$ cat src/rtl/spi_ctrl_if_pkg.sv
// Shared equalizer parameters: band count, frame size and SPI front-end state encoding.
// The gain register map and the SPI write interface both use these values.
package spi_ctrl_if_pkg;

    localparam int EQ_NUM_BANDS  = 10;
    localparam int EQ_FRAME_BITS = 16;
    localparam int ADDR_W        = 8;
    localparam int DATA_W        = 8;
    localparam int SYNC_SETTLE   = 2;

    typedef enum logic [1:0] {
        ST_IDLE   = 2'd0,
        ST_SHIFT  = 2'd1,
        ST_COMMIT = 2'd2
    } spi_state_e;

    function automatic logic addr_in_range(input logic [ADDR_W-1:0] a, input int num_bands);
        return int'({24'd0, a}) < num_bands;
    endfunction

endpackage

$ cat src/rtl/sync_2ff.sv
// Two-flop synchronizer for one asynchronous bit; RST_VAL is the line's idle level.
module sync_2ff #(
    parameter logic RST_VAL = 1'b0
) (
    input  logic clk,
    input  logic rst,
    input  logic d,
    output logic q
);

    logic meta;

    always_ff @(posedge clk) begin
        if (!rst) begin
            meta <= RST_VAL;
            q    <= RST_VAL;
        end else begin
            meta <= d;
            q    <= meta;
        end
    end

endmodule

$ cat src/rtl/spi_ctrl_if.sv
// SPI mode-0 slave that turns 16-bit {band, gain} frames into single-cycle gain register writes
// and shifts the last accepted gain code back out on MISO during the next frame.
//
// state     | meaning
// ----------+-----------------------------------------------------------
// ST_IDLE   | waiting for cs_n to fall; miso held 0
// ST_SHIFT  | frame in progress; mosi shifted in, last gain shifted out
// ST_COMMIT | one cycle after cs_n rise; we pulses here if frame accepted
module spi_ctrl_if
    import spi_ctrl_if_pkg::*;
#(
    parameter int NUM_BANDS  = EQ_NUM_BANDS,
    parameter int FRAME_BITS = EQ_FRAME_BITS
) (
    input  logic              clk,
    input  logic              rst,
    input  logic              spi_sclk,
    input  logic              spi_cs_n,
    input  logic              spi_mosi,
    output logic              spi_miso,
    output logic              we,
    output logic [ADDR_W-1:0] addr,
    output logic [DATA_W-1:0] data_in,
    output logic              frame_err
);

    localparam int CNT_W = $clog2(FRAME_BITS + 2);
    localparam logic [CNT_W-1:0] CNT_FULL = CNT_W'(FRAME_BITS);
    localparam logic [CNT_W-1:0] CNT_SAT  = CNT_W'(FRAME_BITS + 1);

    logic sclk_s, cs_n_s, mosi_s;
    logic sclk_d, cs_n_d;

    sync_2ff #(.RST_VAL(1'b0)) u_sync_sclk (.clk(clk), .rst(rst), .d(spi_sclk), .q(sclk_s));
    sync_2ff #(.RST_VAL(1'b1)) u_sync_cs_n (.clk(clk), .rst(rst), .d(spi_cs_n), .q(cs_n_s));
    sync_2ff #(.RST_VAL(1'b0)) u_sync_mosi (.clk(clk), .rst(rst), .d(spi_mosi), .q(mosi_s));

    logic sclk_rise, sclk_fall, cs_fall, cs_rise;
    assign sclk_rise = sclk_s & ~sclk_d;
    assign sclk_fall = ~sclk_s & sclk_d;
    assign cs_fall   = ~cs_n_s & cs_n_d;
    assign cs_rise   = cs_n_s & ~cs_n_d;

    spi_state_e            state;
    logic [CNT_W-1:0]      bit_cnt;
    logic [FRAME_BITS-1:0] shift_q;
    logic [DATA_W-1:0]     miso_sr;
    logic [1:0]            settle_q;
    logic                  armed_q;

    logic frame_ok;
    assign frame_ok = (bit_cnt == CNT_FULL)
                    && addr_in_range(shift_q[FRAME_BITS-1 -: ADDR_W], NUM_BANDS);

    // The synchronizers come out of reset showing cs_n high; armed_q waits for them to flush so a
    // frame already running at reset release cannot fake a falling edge.
    always_ff @(posedge clk) begin
        if (!rst) begin
            sclk_d    <= 1'b0;
            cs_n_d    <= 1'b1;
            state     <= ST_IDLE;
            bit_cnt   <= '0;
            shift_q   <= '0;
            miso_sr   <= '0;
            settle_q  <= 2'(SYNC_SETTLE);
            armed_q   <= 1'b0;
            spi_miso  <= 1'b0;
            we        <= 1'b0;
            addr      <= '0;
            data_in   <= '0;
            frame_err <= 1'b0;
        end else begin
            sclk_d <= sclk_s;
            cs_n_d <= cs_n_s;
            we     <= 1'b0;

            if (settle_q != 2'd0) begin
                settle_q <= settle_q - 2'd1;
            end else if (cs_n_s) begin
                armed_q <= 1'b1;
            end

            case (state)
                ST_IDLE: begin
                    spi_miso <= 1'b0;
                    if (cs_fall && armed_q) begin
                        state    <= ST_SHIFT;
                        bit_cnt  <= '0;
                        shift_q  <= '0;
                        miso_sr  <= data_in;
                        spi_miso <= data_in[DATA_W-1];
                    end
                end
                ST_SHIFT: begin
                    if (cs_rise) begin
                        state    <= ST_COMMIT;
                        spi_miso <= 1'b0;
                        if (frame_ok) begin
                            we        <= 1'b1;
                            addr      <= shift_q[FRAME_BITS-1 -: ADDR_W];
                            data_in   <= shift_q[DATA_W-1:0];
                            frame_err <= 1'b0;
                        end else begin
                            frame_err <= 1'b1;
                        end
                    end else begin
                        if (sclk_rise) begin
                            shift_q <= {shift_q[FRAME_BITS-2:0], mosi_s};
                            if (bit_cnt != CNT_SAT) begin
                                bit_cnt <= bit_cnt + CNT_W'(1);
                            end
                        end
                        if (sclk_fall) begin
                            miso_sr  <= {miso_sr[DATA_W-2:0], 1'b0};
                            spi_miso <= miso_sr[DATA_W-2];
                        end
                    end
                end
                ST_COMMIT: begin
                    state    <= ST_IDLE;
                    spi_miso <= 1'b0;
                end
                default: begin
                    state    <= ST_IDLE;
                    spi_miso <= 1'b0;
                end
            endcase
        end
    end

endmodule

$ cat config.mk
export PLATFORM = sky130hd
export DESIGN_NAME = spi_ctrl_if
export DESIGN_NICKNAME = d
export VERILOG_FILES = /design/src/rtl/spi_ctrl_if_pkg.sv /design/src/rtl/sync_2ff.sv /design/src/rtl/spi_ctrl_if.sv
export SDC_FILE = /design/constraint.sdc
export NUM_CORES = 1
export LEC_CHECK = 0
export BUFFER_PORTS_ARGS = -buffer_cell sky130_fd_sc_hd__buf_2
export CAP_MARGIN = 20
export CORE_AREA = 2 2 70 72
export CTS_CLUSTER_SIZE = 30
export DETAILED_ROUTE_END_ITERATION = 8
export DIE_AREA = 0 0 72 74
export PLACE_DENSITY = 0.73
export SYNTH_ARGS = -nofsm -noshare
export SYNTH_HDL_FRONTEND = slang
export SYNTH_SLANG_ARGS = --single-unit
$ cat constraint.sdc
create_clock -name clk -period 3.54 [get_ports clk]
set_input_delay 0 -clock clk [delete_from_list [all_inputs] [get_ports clk]]
set_output_delay 0 -clock clk [all_outputs]
set_load 0.005 [all_outputs]
==> results of run 1 <==
==> layer usage <==
layer | track usage (%) | vias up | wire length (um)
met2 | 34.67 | 56 | 2543
li1 | - | 1038 | -
met5 | 0 | - | 0
met1 | 29.68 | 1015 | 2528
met4 | 8.386 | 0 | 71
met3 | 6.911 | 8 | 312
==> layout make-up <==
type / count / area [um^2] / share of cell area [%]
clock buffers: 12 / 165.2 / 5.864
clock inverters: 4 / 70.07 / 2.488
inverters: 6 / 22.52 / 0.7996
multi-input cells: 188 / 1095 / 38.87
flip-flops and latches: 60 / 1201 / 42.65
well taps: 54 / 67.56 / 2.399
repair buffers: 32 / 195.2 / 6.930
==> cells by family (layout without fill, tap and decap cells) <==
family,count (synthesis),in the layout
compound gates,87,87
xor+xnor,1,1
fa+ha+maj,4,4
buf+inv,27,54
flops,60,60
mux,5,5
simple gates,91,91
==> repair_timing <==
action / 4_1_cts / 5_1_grt
buffers inserted: 0 / 0
gates resized for setup: 0 / 0
hold endpoints to repair: 5 / 0
hold buffers: 5 / 0
==> sequential cells by signal, indices dropped and copies added (netlist names), 2 cells and up <==
register,flops
addr,8
bit_cnt,5
data_in,8
state,2
settle_q,2
miso_sr,7
shift_q,16
==> through the flow <==
stage / util [%] / setup WS [ps] / total power, W / cells / hold WS (ps)
global placement: 55.05 / 1678 / 0.0008310 / 335 / 179.6
CTS: 61.25 / 1549 / 0.001554 / 356 / 391.6
detailed placement: 55.05 / 1587 / 0.0008357 / 335 / 187.2
global route: 61.25 / 1323 / 0.001602 / 356 / 418.5
floorplan: - / 2132 / 0.0008128 / 275 / 73.04
finish: 61.25 / 1531 / 0.001543 / 356 / 407.5
==> worst reg2reg max path, delay by kind of cell, from the launching register on <==
family | cells | cell delay, ps
AND/OR/NAND/NOR | 4 | 1440
flip-flops | 1 | 460
==> final timing paths <==
kind / to / slack [ps] / cells after the start
hold / removal: u_sync_sclk.meta / 410 / 3
setup / recovery: addr[7] / 1530 / 4
setup reg to reg: addr[7] / 1530 / 4
hold reg to reg: u_sync_sclk.q / 440 / 1
==> power breakdown <==
group          switching, W  internal [W]  leakage (nW)
Sequential        0.0000135      0.000700         0.486
Combinational     0.0000662     0.0000465         0.455
Clock              0.000265      0.000452         0.122
==> placed cells by master, fill, tap and decap left out, types with 2 or more instances in the layout <==
cell type | Yosys | final
buf_4 | 4 | 4
mux2_2 | 2 | 2
nor2_1 | 7 | 7
a311oi_1 | 6 | 6
buf_2 | 5 | 23
nand4_1 | 18 | 18
ha_1 | 4 | 4
and3_1 | 5 | 5
clkinv_2 | 0 | 2
o21ai_0 | 31 | 31
and2_1 | 4 | 4
nand2b_1 | 7 | 7
dfxtp_1 | 60 | 60
clkbuf_8 | 0 | 12
o31ai_1 | 2 | 2
dlygate4sd3_1 | 0 | 5
nand3_1 | 17 | 17
nor3_1 | 2 | 2
nand2_1 | 20 | 20
bufinv_16 | 0 | 2
or4_1 | 2 | 2
a21boi_1 | 2 | 2
a21oi_1 | 40 | 40
mux2i_1 | 3 | 3
inv_1 | 5 | 5
==> results.cfg, run 1 <==
[logic_synthesis]
yosys-top-cells-count = dfxtp_1, a21oi_1, o21ai_0
ys_types = 39
synthesis.area_um2 = 2419
synth_most_common_cell = dfxtp_1
synthXorXnorAreaFrac_pct = 0.3621
ys_warn_count = 0
synth_seq_area_share_pct = 49.66
async_reset_ff_share_pct = 0
netlist.area_leader.share_pct = 49.66
syn_avg_cell_area_um2 = 8.795
synth-seq-cells = 60
synth_compound_area_share_pct = 20.07
netlist_top_cells_area = dfxtp_1, a21oi_1, o21ai_0, nand4_1, nand3_1
synth_mux_area_share_pct = 2.173
synth_nets = 284
synth_simple_gate_area_share_pct = 20.59
synthAdderAreaFrac_pct = 2.069
yosysTopAreaCell = dfxtp_1
synth_ff_type = dfxtp_1
synth_edf_count = 0
synth_top_family_by_area = simple AND/OR/NAND/NOR gates
syn_inst = 275

[grt]
grt_pass1_vias = 1954
grt_overflow_total = 0
grt_first_pass_wirelength_mm = 9.197
grt_max_degree = 31
grt_antenna_before_repair = 0
grtUsageTotal_pct = 22.37

[finish]
diodes = 0
nFillCells = 403
stdcell_area_um2 = 2816
drive_gt1_share_pct = 16.56
syn2layout_area_growth_pct = 16.45
fin_nets = 306

[sta]
fin_tns_setup_ps = 0
slew_violations = 0
period_share_pct = 56.74
finalHoldViolCount = 0
rsz0062_at_grt = false
fin_skew_ps = 8.749
setup_viol = 0
fmax_mhz = 497.8
min_period_ps = 2009
worst_pin_slew_ps = 864.4
maxSlewHeadroom_pct = 42.16

[critical_path]
critPathSlowestCell = nor2_1
end_kind = flop
worst_ep_required_time_ps = 3760
start_kind = flop
path_cells = nand2b_1 > nor2_1 > nand2_1 > and3_1
path_class = flop to flop
timing.rr.start = state[0]
critPathLaunch = state[0]
cp.arrival_ps = 2230
critical_path_buf_inv_count = 0
crit_fanout = 14
cp_top_family = simple AND/OR/NAND/NOR gates
cp_slowest_stage_delay_ps = 730

[clocking]
tritoncts = done
clk_latency_ps = 340
clk_pin_slew_ps = 70
cts.sinks = 60
htree_levels = 3
ctsRootBufferMaster = clkbuf_8
clk_path_buf_depth = 2
numCtsBuffers = 9

[floorplan]
die_y_um = 74
rows = 25
die_area_um2 = 5328
die_w_um = 72
io_pins = 24
core_um2 = 4598
start_util_pct = 52.60

[route]
postRouteWirelength_mm = 5.456
first_pass_iters = 4
antenna_left = 0
vias = 2117
drt_iter0_drc = 150
via_per_inst = 5.947
drcViolationCount = 0
wire_per_inst_um = 15.33

[hold_path]
hold_start = spi_sclk
hp-class = input pin to flop

[power]
leakage_nw = 1.063
power.density_nw_per_um2 = 547.7
ir_drop_mv = 0.3478

[placement]
placed_cell_area_um2 = 2531
portBuffers = 23
gp_congestion = 0.7708
dp_hpwl_mm = 3.360

[outcome]
status = finished, final reports clean

[job]
drv_cap = 0
No activity file was read; power rests on OpenSTA's default activity.
==> run 2, diff against run 1 <==
- ABC_AREA: default -> 1
- CORE_AREA: 2 2 70 72 -> 2 2 72 74
- DIE_AREA: 0 0 72 74 -> 0 0 74 76
- PLACE_DENSITY: 0.73 -> 0.72
- clock period: 3.54 -> 1.9 ns (I/O delays scaled with it)
==> run 2 against run 1 <==
Effect of this change: area after synthesis up 5.5%; routed wire length fell by 13%; non-clock buffer count increased by 2; sequential cell count unchanged; total power increased by 88%; critical path depth is 3 higher; combinational power increased by 150%; count of clock-buffer cells in the layout down 3; sequential power grew 95%; critical path type unchanged; largest cell class unchanged.
==> results.cfg, run 2 <==
[outcome]
status = finished, final reports clean

[critical_path]
worst_ep_required_time_ps = 2130
path_cells = nor2_4 > o21ai_2 > o21ai_2 > nor2_4 > nand2_1 > nand2_1 > nor2_1
end_kind = flop
r2r_end = shift_q[7]
worst-r2r-cell-count = 7
cp.arrival_ps = 1850
crit_fanout = 32
path_class = flop to flop
start_kind = flop
critPathSlowestCell = nor2_4
r2r_slack_ps = 280
critical_path_buf_inv_count = 0
cp_slowest_stage_delay_ps = 500
cp_top_family = simple AND/OR/NAND/NOR gates
timing.rr.start = state[1]

[grt]
grt_pass1_vias = 1892
grt_overflow_total = 0
grt_first_pass_wirelength_mm = 8.204
grt_max_degree = 33
grtUsageTotal_pct = 18.66
grt_antenna_before_repair = 0

[sta]
setup_viol = 0
worst_pin_slew_ps = 630.8
slew_violations = 0
min_period_ps = 1617
fin_tns_setup_ps = 0
period_share_pct = 85.11
finalHoldViolCount = 0
fin_skew_ps = 6.283
rsz0062_at_grt = false
fin_ws_ps = 282.9
fmax_mhz = 618.4
maxSlewHeadroom_pct = 57.84

[logic_synthesis]
ys_types = 28
synth_seq_area_share_pct = 47.08
yosys-top-cells-count = nand2_1, nor2_1, dfxtp_1
synth_compound_area_share_pct = 4.120
synth_nets = 366
synth_mux_area_share_pct = 0
netlist_top_cells_area = dfxtp_1, nand2_1, nor2_1, inv_1, nand3_1
netlist.area_leader.share_pct = 47.08
synth_top_family_by_area = simple AND/OR/NAND/NOR gates
synth_edf_count = 0
synthesis.area_um2 = 2551
synthXorXnorAreaFrac_pct = 0.3433
synthAdderAreaFrac_pct = 1.962
ys_warn_count = 0
async_reset_ff_share_pct = 0
syn_inst = 357
synth-seq-cells = 60
yosysTopAreaCell = dfxtp_1
synth_ff_type = dfxtp_1
synth_most_common_cell = nand2_1
syn_avg_cell_area_um2 = 7.146
synth_simple_gate_area_share_pct = 36.73

[hold_path]
min_to = cs_n_d
hp-class = input pin to flop
min_path_cells = 3
hold_start = rst

[finish]
layout_common_cells = nand2_1, nor2_1, dfxtp_1, inv_1, buf_2
fin_nets = 399
syn2layout_area_growth_pct = 16.72
largest_reg_flops = 16
regMostFlops = shift_q
reg.largest.list = shift_q x16, addr x8, data_in x8
fin_util_pct = 60.62
drive_gt1_share_pct = 17.47
diodes = 0
final_common_cell = nand2_1

[route]
via_per_inst = 4.587
wire_per_inst_um = 10.27
drt_iter0_drc = 117
antenna_left = 0
vias = 2133
first_pass_iters = 6
postRouteWirelength_mm = 4.774
drcViolationCount = 0

[clocking]
cts.sinks = 60
clk_pin_slew_ps = 70
htree_levels = 3
post_cts_resized = 0
clk_latency_ps = 330
tritoncts = done
ctsRootBufferMaster = clkbuf_8
numCtsBuffers = 9
clk_path_buf_depth = 2

[power]
leakage_nw = 1.390
power.density_nw_per_um2 = 974.9
ir_drop_mv = 0.5232

[placement]
gp_congestion = 0.7816
dp_slack_ps = 195.0
dp_hpwl_mm = 3.235
portBuffers = 23

[floorplan]
start_util_pct = 51.94
core_um2 = 4912
die_w_um = 74
die_area_um2 = 5624
rows = 26
die_y_um = 76
io_pins = 24

[job]
drv_cap = 0
[run 2: cell type report]
type                       instances  area, um^2
fill                             457        1934
clock buffer                       9       123.9
timing repair buffer              34       205.2
sequential                        60        1201
tap                               70       87.58
inverter                          44       167.7
multi-input combinational        241        1101
clock inverter                     7       91.34
[run 2: cells by family (layout without fill, tap and decap cells)]
group	count (synthesis)	in the layout
AOI/OAI and AO/OA	19	19
xor gates and xnor gates	1	1
adders and majority gates	4	4
buffers and inverters	56	94
DFF	60	60
and+or+nand+nor	217	217
[run 2: stage by stage]
step / cells / hold WS [ps] / total power (W) / area (um^2)
after floorplan: 357 / 97.63 / 0.001648 / 2551
after global placement: 444 / 182.9 / 0.001685 / 2718
after detailed placement: 444 / 186.9 / 0.001697 / 2718
after CTS: 463 / 108.6 / 0.002935 / 2963
after global routing: 465 / 128.4 / 0.003048 / 2978
final: 465 / 122.6 / 0.002903 / 2978
[run 2: worst register-to-register path, cell delays in order (launching register included)]
cell     delay [ps]
dfxtp_1         410
nor2_4          120
o21ai_2         120
o21ai_2         120
nor2_4          500
nand2_1         120
nand2_1          90
nor2_1           40
[run 2: worst max path at each step]
stage               startpoint          to  cells after the start
detailed placement  bit_cnt[0]  data_in[1]                      8
CTS                 bit_cnt[0]  data_in[6]                      8
floorplan           bit_cnt[0]  data_in[3]                      8
finish                state[1]  shift_q[7]                      7
global route          state[1]  shift_q[7]                      9
global placement    bit_cnt[0]     addr[2]                      8
[run 2: timing repair]
item / in CTS / in global routing
endpoints found under the setup margin: 0 / 1
setup buffers: 0 / 2
hold buffers: 3 / 0
hold endpoints to repair: 3 / 0
[run 2: per-layer routing]
| metal | part of all wire, % | GRT usage (%) |
|---|---|---|
| met2 | 44 | 27.32 |
| met1 | 50 | 25.02 |
| met4 | 1.9 | 10.55 |
| met5 | 0 | 0 |
| met3 | 3.7 | 4.101 |
[run 2: power breakdown]
group | total [W] | internal (W) | switching, W | leakage (nW)
registers | 0.00139 | 0.00134 | 0.0000531 | 0.487
clock network | 0.00123 | 0.000732 | 0.000498 | 0.109
logic | 0.000282 | 0.000110 | 0.000172 | 0.794
==> run 3, diff against run 2 <==
- clock period: 1.9 -> 2.02 ns (I/O delays scaled with it)
==> run 3 against run 2 <==
Effect of this change: sequential power decreased by 6%; sequential share of layout area rose by 0.71 points; combinational power fell by 7.8%; critical path depth rose by 1; first-iteration DRC count is 15% higher; count of clock-buffer cells in the layout increased by 1; utilization down 1.0 points; maximum frequency decreased by 12%; register-to-register slack got worse by 110 ps; largest cell class unchanged; largest power group unchanged.
==> results.cfg, run 3 (synthesis gave the netlist of run 2 again) <==
[outcome]
status = finished, final reports clean

[critical_path]
cp_top_family = simple AND/OR/NAND/NOR gates
r2r_slack_ps = 180
critical_path_buf_inv_count = 2
cp.arrival_ps = 2080
worst-r2r-cell-count = 8
start_kind = flop
worst_ep_required_time_ps = 2260
cp_slowest_stage_delay_ps = 460
timing.rr.start = bit_cnt[0]
end_kind = flop
path_class = flop to flop
critPathSlowestCell = nand4_1
critPathMostFrequentCell = nand2_1
r2r_end = data_in[6]
path_cells = inv_1 > ha_1 > nand2_1 > nor3_1 > nand4_1 > buf_4 > nand3_1 > nand2_1
crit_fanout = 10

[finish]
stdcell_area_um2 = 2927
fin_util_pct = 59.58
diodes = 0
reg.largest.list = shift_q x16, addr x8, data_in x8
nFillCells = 469
drive_gt1_share_pct = 16.41
final_common_cell = nand2_1
syn2layout_area_growth_pct = 14.71
fin_nets = 394
layout_common_cells = nand2_1, nor2_1, dfxtp_1, inv_1, buf_2
largest_reg_flops = 16
regMostFlops = shift_q

[floorplan]
io_pins = 24
start_util_pct = 51.94
core_um2 = 4912
rows = 26
die_w_um = 74
die_area_um2 = 5624
die_y_um = 76

[clocking]
clk_pin_slew_ps = 70
clk_path_buf_depth = 2
tritoncts = done
htree_levels = 3
ctsRootBufferMaster = clkbuf_8
clk_latency_ps = 350
cts.sinks = 60
numCtsBuffers = 9

[route]
vias = 2119
via_per_inst = 4.607
wire_per_inst_um = 10.22
first_pass_iters = 4
drcViolationCount = 0
antenna_left = 0
drt_iter0_drc = 134
postRouteWirelength_mm = 4.701

[sta]
period_share_pct = 91.29
rsz0062_at_grt = false
finalHoldViolCount = 0
maxSlewHeadroom_pct = 58.46
setup_viol = 0
fin_skew_ps = 15.85
whs_ps = 114.5
min_period_ps = 1844
fin_tns_setup_ps = 0
slew_violations = 0
worst_pin_slew_ps = 621.7
fmax_mhz = 542.3

[grt]
grtUsageTotal_pct = 18.73
grt_pass1_vias = 1920
grt_overflow_total = 0
grt_first_pass_wirelength_mm = 8.128
grt_antenna_before_repair = 0
grt_max_degree = 33

[placement]
portBuffers = 23
placed_cell_area_um2 = 2695
dp_hpwl_mm = 3.202
gp_congestion = 0.7444

[power]
power.density_nw_per_um2 = 901.5
fin_total_pwr_w = 0.002638
leakage_nw = 1.356
ir_drop_mv = 0.5827

[job]
drv_cap = 0

[hold_path]
hold_start = rst
min_to = cs_n_d
hp-class = input pin to flop
min_path_cells = 3
## run 3: worst reg2reg max path, stage by stage, from the launching register on
cell     delay [ps]
dfxtp_1         360
inv_1            80
ha_1            140
nand2_1          50
nor3_1          210
nand4_1         460
buf_4           330
nand3_1          70
nand2_1          50
## run 3: metal layers
metal  vias up  global-route usage, %  wire (um)
li1       1136                      -          -
met1       957                  22.18       2235
met5         -                      0          0
met2        18                  30.00       2221
met4         0                  9.273         91
met3         8                  5.952        153
## run 3: power breakdown
group	leakage (nW)	internal, W	switching [W]
clock network	0.0983	0.000600	0.000473
registers	0.487	0.00126	0.0000481
logic	0.772	0.000101	0.000159
## run 3: metrics by stage
| step | std cells | setup slack (ps) |
|---|---|---|
| after floorplan | 357 | 692.5 |
| after global placement | 441 | 320.8 |
| after detailed placement | 441 | 167.4 |
| after CTS | 460 | 162.8 |
| after global routing | 460 | 63.67 |
| final | 460 | 176.0 |
## run 3: how the worst max path moves through the flow
stage                     cells after the start  slack (ps)         end        from
after floorplan                               8         690  data_in[3]  bit_cnt[0]
after global placement                        8         320  data_in[6]  bit_cnt[0]
after detailed placement                      8         170  data_in[6]  bit_cnt[0]
after CTS                                     8         160  data_in[6]  bit_cnt[0]
after global routing                          8          60  data_in[3]  bit_cnt[0]
final                                         8         180  data_in[6]  bit_cnt[0]
## run 3: cell type report
cell class	instances	area, um^2	area share, %
well taps	70	87.58	2.993
inverters	44	167.7	5.729
multi-input cells	241	1101	37.62
clock buffers	10	137.6	4.703
flip-flops and latches	60	1201	41.04
clock inverters	6	63.81	2.180
repair buffers	29	167.7	5.729
## run 3: timing repair
| action | 4_1_cts | 5_1_grt |
|---|---|---|
| gates resized for setup | 0 | 0 |
| setup buffers | 0 | 0 |
| endpoints found under the hold margin | 3 | 0 |
| hold buffers | 3 | 0 |
